### config.mk
export PLATFORM = sky130hd
export DESIGN_NAME = config_loader_flat
export DESIGN_NICKNAME = d
export VERILOG_FILES = /design/src/rtl/config_loader_if.sv /design/src/rtl/config_loader.sv /design/src/flat_wrapper.sv
export SDC_FILE = /design/constraint.sdc
export NUM_CORES = 1
export LEC_CHECK = 0
export ABC_CLOCK_PERIOD_IN_PS = 1850
export CAP_MARGIN = 20
export CORE_MARGIN = 2
export CORE_UTILIZATION = 35
export CTS_BUF_LIST = sky130_fd_sc_hd__clkbuf_4 sky130_fd_sc_hd__clkbuf_8
export DETAILED_ROUTE_END_ITERATION = 8
export GPL_ROUTABILITY_DRIVEN = 0
export PLACE_DENSITY = 0.56
export SLEW_MARGIN = 20
export SYNTH_ARGS = -nofsm -noshare
export SYNTH_HDL_FRONTEND = slang
export SYNTH_SLANG_ARGS = --single-unit
### constraint.sdc
create_clock -name clk -period 1.85 [get_ports clk]
set_input_delay 0.2775 -clock clk [delete_from_list [all_inputs] [get_ports clk]]
set_output_delay 0.2775 -clock clk [all_outputs]
set_load 0.02 [all_outputs]
### src/rtl/config_loader_if.sv
// rtl/config_loader_if.sv - byte-stream handshake carrying configuration frames into config_loader
interface config_loader_if;
  logic [7:0] in_data;
  logic       in_valid;
  logic       in_ready;

  modport master (output in_data, output in_valid, input in_ready);
  modport slave  (input in_data, input in_valid, output in_ready);
endinterface

### src/rtl/config_loader.sv
// rtl/config_loader.sv - frame parser writing 32-bit config words to NUM_TILES tiles
// Optional per-frame XOR checksum byte enabled by defining CFG_CHECKSUM_EN.
module config_loader #(
  parameter int NUM_TILES = 16
) (
  input  logic                 clk,
  input  logic                 reset,
  config_loader_if.slave       stream,
  input  logic                 err_clr,
  output logic [31:0]          config_data,
  output logic [NUM_TILES-1:0] config_en,
  output logic                 done,
  output logic                 err,
  output logic [15:0]          frame_count
);

  localparam logic [8:0] TILE_LIMIT = 9'(NUM_TILES);

  typedef enum logic [1:0] {
    S_ADDR,
    S_DATA,
`ifdef CFG_CHECKSUM_EN
    S_CHK,
`endif
    S_WRITE
  } state_t;

  state_t      state;
  logic [1:0]  cnt;
  logic [7:0]  addr;
  logic [31:0] word;
`ifdef CFG_CHECKSUM_EN
  logic [7:0]  chk_acc;
`endif

  logic                 accept;
  logic                 last_accept;
  logic                 addr_ok;
  logic                 frame_ok;
  logic [31:0]          next_word;
  logic [NUM_TILES-1:0] en_dec;

  always_comb begin
    accept  = stream.in_valid && stream.in_ready;
    addr_ok = (addr == 8'hFF) || ({1'b0, addr} < TILE_LIMIT);
    en_dec  = '0;
    for (int i = 0; i < NUM_TILES; i++) begin
      en_dec[i] = (addr == 8'hFF) || (addr == 8'(i));
    end
`ifdef CFG_CHECKSUM_EN
    last_accept = accept && (state == S_CHK);
    next_word   = word;
    frame_ok    = addr_ok && (stream.in_data == chk_acc);
`else
    // Without a checksum the final data byte completes the word directly.
    last_accept = accept && (state == S_DATA) && (cnt == 2'd3);
    next_word   = {stream.in_data, word[23:0]};
    frame_ok    = addr_ok;
`endif
  end

  always_ff @(posedge clk) begin
    if (reset) begin
      state           <= S_ADDR;
      cnt             <= 2'd0;
      addr            <= 8'h00;
      word            <= 32'h0;
      config_data     <= 32'h0;
      config_en       <= '0;
      done            <= 1'b0;
      err             <= 1'b0;
      frame_count     <= 16'h0;
      stream.in_ready <= 1'b1;
`ifdef CFG_CHECKSUM_EN
      chk_acc         <= 8'h00;
`endif
    end else begin
      config_en <= '0;
      done      <= 1'b0;
      if (err_clr) err <= 1'b0;

      case (state)
        S_ADDR: begin
          if (accept) begin
            addr  <= stream.in_data;
            cnt   <= 2'd0;
            state <= S_DATA;
`ifdef CFG_CHECKSUM_EN
            chk_acc <= stream.in_data;
`endif
          end
        end
        S_DATA: begin
          if (accept) begin
            word[{cnt, 3'b000} +: 8] <= stream.in_data;
            cnt <= cnt + 2'd1;
`ifdef CFG_CHECKSUM_EN
            chk_acc <= chk_acc ^ stream.in_data;
            if (cnt == 2'd3) state <= S_CHK;
`endif
          end
        end
`ifdef CFG_CHECKSUM_EN
        S_CHK: ;
`endif
        S_WRITE: begin
          state           <= S_ADDR;
          stream.in_ready <= 1'b1;
        end
        default: state <= S_ADDR;
      endcase

      // Completing a frame overrides the per-state updates above; err set beats err_clr.
      if (last_accept) begin
        state           <= S_WRITE;
        stream.in_ready <= 1'b0;
        if (frame_ok) begin
          config_en   <= en_dec;
          config_data <= next_word;
          done        <= 1'b1;
          frame_count <= frame_count + 16'd1;
        end else begin
          err <= 1'b1;
        end
      end
    end
  end

endmodule

### src/flat_wrapper.sv
// flat-port wrapper written by rule: the top's interface ports become plain ports
module config_loader_flat 
#(
  parameter int NUM_TILES = 16
)
  (clk, reset, err_clr, config_data, config_en, done, err, frame_count, stream_in_data, stream_in_valid, stream_in_ready);
  config_loader_if stream_i ();
  input  logic clk;
  input  logic reset;
  input  logic err_clr;
  output logic [31:0] config_data;
  output logic [NUM_TILES-1:0] config_en;
  output logic done;
  output logic err;
  output logic [15:0] frame_count;
  input wire logic [$bits(stream_i.in_data)-1:0] stream_in_data;
  input wire logic [$bits(stream_i.in_valid)-1:0] stream_in_valid;
  output wire logic [$bits(stream_i.in_ready)-1:0] stream_in_ready;
  assign stream_i.in_data = stream_in_data;
  assign stream_i.in_valid = stream_in_valid;
  assign stream_in_ready = stream_i.in_ready;
  config_loader #(.NUM_TILES(NUM_TILES)) u_core (.clk(clk), .reset(reset), .stream(stream_i), .err_clr(err_clr), .config_data(config_data), .config_en(config_en), .done(done), .err(err), .frame_count(frame_count));
endmodule
Word level (Yosys, flattened, before mapping)

Cells that the tools add are included.

Equality and inequality tests: 23
Muxes and demuxes: 13
Order comparisons: 1
Add/subtract/negate cells: 3
Shifts and indexed selects: 2
Bitwise logic cells: 3
Reduce and logical (&&, ||, !) cells: 33

Operator list:

| kind                                                                   | number |
|---|---|
| 8-bit by 4-bit equality test with 1-bit output, second input constant  | 8 |
| 32-bit bitwise mux                                                     | 1 |
| 8-bit by 3-bit equality test with 1-bit output, second input constant  | 4 |
| 8-bit by 7-bit variable shift with 32-bit output, first input constant | 1 |
| 8-bit by 7-bit indexed part select with 32-bit output                  | 1 |
| 1-bit logical OR                                                       | 17 |
| 16-bit by 1-bit adder with 16-bit output, second input constant        | 1 |
| 8-bit by 2-bit equality test with 1-bit output, second input constant  | 2 |
| 2-bit AND reduction                                                    | 5 |
| 8-bit by 1-bit equality test with 1-bit output, second input constant  | 1 |
| 8-bit equality test, second input constant                             | 1 |
| 8-bit zero test                                                        | 1 |
| 8-bit by 5-bit < comparator with 1-bit output, second input constant   | 1 |
| 2-bit two-way mux                                                      | 4 |
| 2-bit one-hot mux with 2 select lines                                  | 2 |
| 5-bit negation with 7-bit output                                       | 1 |
| 1-bit two-way mux                                                      | 6 |
| 2-bit by 1-bit != test with 1-bit output, second input constant        | 3 |
| 2-bit equality test, second input constant                             | 2 |
| 2-bit nonzero test                                                     | 2 |
| 2-bit OR reduction                                                     | 2 |
| 1-bit logical AND                                                      | 3 |
| 3-bit by 1-bit != test with 1-bit output, second input constant        | 1 |
| 1-bit inverter                                                         | 3 |
| other kinds (5)                                                        | 5 |

Bits in registers: 111
Word-level logic and storage cells: 89
Output and inout port bits: 67

Longest topological paths before layout

Depth after elaboration: 5
Depth in mapped cells: 7
Depth with buffers taken out: 6

Worst setup path before layout

OpenSTA, ideal clock, no wires.

Path kind: register -> register
From: register u_core.addr[7]
To: register u_core.frame_count[12]
Setup time: 0.070 ns
Setup slack: 0.057 ns
Path buffers: 1
Data arrival time: 1.723 ns
Cell stages (with the launch flop): 6
Period minus slack after synthesis: 1.793 ns
Required time: 1.780 ns
Cells stage by stage: dfxtp_1 or4_4 o21a_4 buf_6 or4_1 a21oi_1

Cells in the longest elaborated chain, start to end: 3

Ends and longest elaborated chain:

| what                                                                                        | line                 | RTL |
|---|---|---|
| start, declared                                                                             | config_loader.sv:30  | `logic [7:0] addr;` |
| start signal, assigned                                                                      | config_loader.sv:85  | `addr <= stream.in_data;` |
| 8-bit by 5-bit < comparator with 1-bit output / 8-bit equality test (equally long branches) | config_loader.sv:45  | `addr_ok = (addr == 8'hFF) \|\| ({1'b0, addr} < TILE_LIMIT);` |
| 1-bit logical OR (*)                                                                        | config_loader.sv:45  |  |
| 2-bit AND reduction (no line) (*)                                                           | n/a                  |  |
| end signal, assigned                                                                        | config_loader.sv:121 | `frame_count <= frame_count + 16'd1;` |
| end, declared                                                                               | config_loader.sv:14  | `output logic [15:0] frame_count` |

Every way passes the cells marked *; elsewhere a longest branch is shown, timed or not.
A chain may end at the register's enable or synchronous reset.

Final worst setup path

Same ends and word-level chain as after synthesis.

==> results.tsv <==
metric	value	unit
status	finished, final reports clean	
post-synthesis sequential area ratio	50.32	%
Die X	112.2	um
io pins	79	
Antenna Diode Count	0	
CTS tree	built	
vias per cell	5.348	
DRC Markers	0	
Initial Utilization	35.89	%
Pint	2.955	mW
Synth top area share	50.32	%
count of input and output buffers	78	
crit path DAT	2130	ps
CP max stage delay	580	ps
die height	112.2	um
Worst R2R Setup Slack	20	ps
final setup vio count	0	
post-layout util	48.42	%
commonest cells after routing, fill and taps aside	dfxtp_1 (101), clkdlybuf4s50_1 (77), a21oi_1 (67)	
pre-CTS setup slack	-265.9	ps
Hold Fails Final Rpt	0	
CTS H-tree lvls	3	
Hold Path Origin	reset	
Setup crit end kind	flop	
Worst Hold Class	primary input to flop	
Die Area	12590	um^2
Main synth FF type	dfxtp_1	
pwr/cell area	718.2	nW/um^2
Worst Path Class, Setup	flop to flop	
vias in the first global route	3674	
DRT Pass-1 Iters	5	
clk buf depth	2	
Final ANT Viol Nets	0	
Ys Warns	0	
DR vias	3883	
Site Rows	39	
Skew-Pair Late Insertion Delay	380	ps
WL final	11.39	mm
share of cells above drive strength 1	14.07	%
PnR worst setup slack	21.34	ps
max_cap viols	0	
min Tclk post-route	1829	ps
Sink Count	103	
Core Footprint	11420	um^2
grt total ovfl	0	
static leakage	1.892	nW
Post-synth EDFFs	0	
hold_buf cts	0	
setup TNS	0	ps
initial antenna violation count	0	
Worst Tran Pin Value	588.7	ps
fin. max-slew vios	0	
area delta synth->final	34.93	%
FFs w/ async S/R, synth	0	%
cells on worst reg2reg path	4	
Crit Path Max Fanout	7	
pin count of the biggest net entering global routing	58	
initial DRC count	233	
Synth area leaders	dfxtp_1 (50%), a21oi_1 (8.3%), nand3_1 (5.5%)	
crit-path leading delay family	simple AND/OR/NAND/NOR gates	
Synth cell types	38	
DR WL/cell	15.69	um
Clock Root Buffer	clkbuf_8	
FF-to-FF Start	u_core.addr[7]$_SDFFE_PP0P_	
Required @ worst endpoint	2150	ps
Post-Syn Area per Cell	8.591	um^2
Hold Path Cell Cnt	3	
syn_nets	495	
final period utilization	98.85	%
Slew HR	60.75	%
Cells after Synth	477	
RSZ-0062 raised after global routing	true	
Clk pwr share	33.8	%
crit-path cells	or4_4 -> o21a_4 -> or4_1 -> a21oi_1	
end of the worst register-to-register path	u_core.frame_count[12]$_SDFFE_PP0P_	
Logic pwr share	9.6	%
max frequency	546.8	MHz
Seq cells post-synth	103	
CP bufs+invs	0	
Sw Share	25.59	%
clock transition at the registers of the reported paths	90	ps
HPWL Detailed	7.559	mm
number of buffers created by CTS	9	
Design Power	3.971	mW
Nets	596	
Reg power frac	56.6	%
Slowest-stage cell, CP	or4_4	
GRT Resource Usage Total	18.11	%
global-route wire length before repair	18.53	mm
Final Skew	12.31	ps
Psw	1.016	mW
Peak VDD IR	471.0	uV
crit start category	flop	
cell taking the most area after synthesis	dfxtp_1	
most common cell after layout, fill and taps aside	dfxtp_1	
mapped cell area	4098	um^2
Hold EP	u_core.state[1]$_SDFFE_PP0P_	
[synthesized netlist by cell type (6+ instances only)]
master,instances
nor3_1,6
and3_1,7
nand3_1,45
nor2_1,29
o31ai_1,11
inv_1,9
a22oi_1,16
nand4_1,14
nand2_1,43
a21oi_1,68
o21ai_0,39
dfxtp_1,103
clkbuf_1,28
ha_1,6
or4_1,11
[logic make-up after synthesis]
| kind of cell | synth area share, % |
|---|---|
| simple gates | 22.35 |
| fa+ha+maj | 1.832 |
| flops | 50.32 |
| buf+inv | 4.336 |
| mux | 0.7939 |
| compound gates | 20.37 |
[through the flow]
stage	area [um^2]	hold slack, ps	std cells
after global routing	5529	282.2	726
after CTS	5454	256.1	722
after global placement	5233	444.7	702
after floorplan	4098	404.5	477
after detailed placement	5233	452.6	702
final	5529	265.9	726
[registers in the layout, indices dropped and copies added, names as in the netlist, 2 cells and up]
register	count
u_core.addr	8
u_core.cnt	2
u_core.config_data	32
u_core.config_en	16
u_core.frame_count	16
u_core.state	2
u_core.word	24
[per-layer routing]
layer | GRT usage [%] | share of wire, % | wire [um] | vias up
met3 | 3.780 | 4.7 | 532 | 10
met4 | 5.122 | 1.2 | 133 | 0
met2 | 29.20 | 47 | 5373 | 109
li1 | - | - | - | 1931
met1 | 24.73 | 47 | 5354 | 1833
met5 | 0 | 0 | 0 | -
[repair_timing]
item,in CTS,in global routing
gates cloned,2,0
gates resized for setup,1,19
pin swaps,1,9
setup buffers,2,4
setup endpoints to repair,5,52
[layout make-up]
class | instances | area (um^2)
multi-input cells | 332 | 1926
flip-flops and latches | 103 | 2064
repair buffers | 123 | 1142
fillers | 1144 | 5889
well taps | 143 | 178.9
clock buffers | 13 | 166.4
inverters | 9 | 33.78
clock inverters | 3 | 17.52
[power groups by stage]
stage / Sequential, mW / Clock, mW / Combinational [mW]
6_report: 2.25 / 1.34 / 0.380
5_1_grt: 2.25 / 1.45 / 0.420
4_1_cts: 2.25 / 1.38 / 0.368
3_5_place_dp: 2.30 / 0 / 0.346
3_3_place_gp: 2.30 / 0 / 0.341
2_1_floorplan: 2.30 / 0 / 0.208
[worst max-delay path by stage]
stage | to | slack [ps] | depth (start not counted) | from
floorplan | u_core.frame_count[12]$_SDFFE_PP0P_ | 60 | 5 | u_core.addr[7]$_SDFFE_PP0P_
global placement | u_core.config_en[13]$_SDFF_PP0_ | -310 | 6 | stream_in_valid
detailed placement | u_core.frame_count[15]$_SDFFE_PP0P_ | -270 | 5 | stream_in_valid
CTS | u_core.frame_count[12]$_SDFFE_PP0P_ | 6 | 4 | u_core.addr[7]$_SDFFE_PP0P_
global route | u_core.frame_count[14]$_SDFFE_PP0P_ | -20 | 4 | u_core.addr[7]$_SDFFE_PP0P_
finish | u_core.frame_count[12]$_SDFFE_PP0P_ | 20 | 4 | u_core.addr[7]$_SDFFE_PP0P_
[tightest hold or removal path, stage by stage]
cell and delay, ps:
buf_2 120, nor3_2 60, buf_4 140
Power figures use the tool's default switching activity.
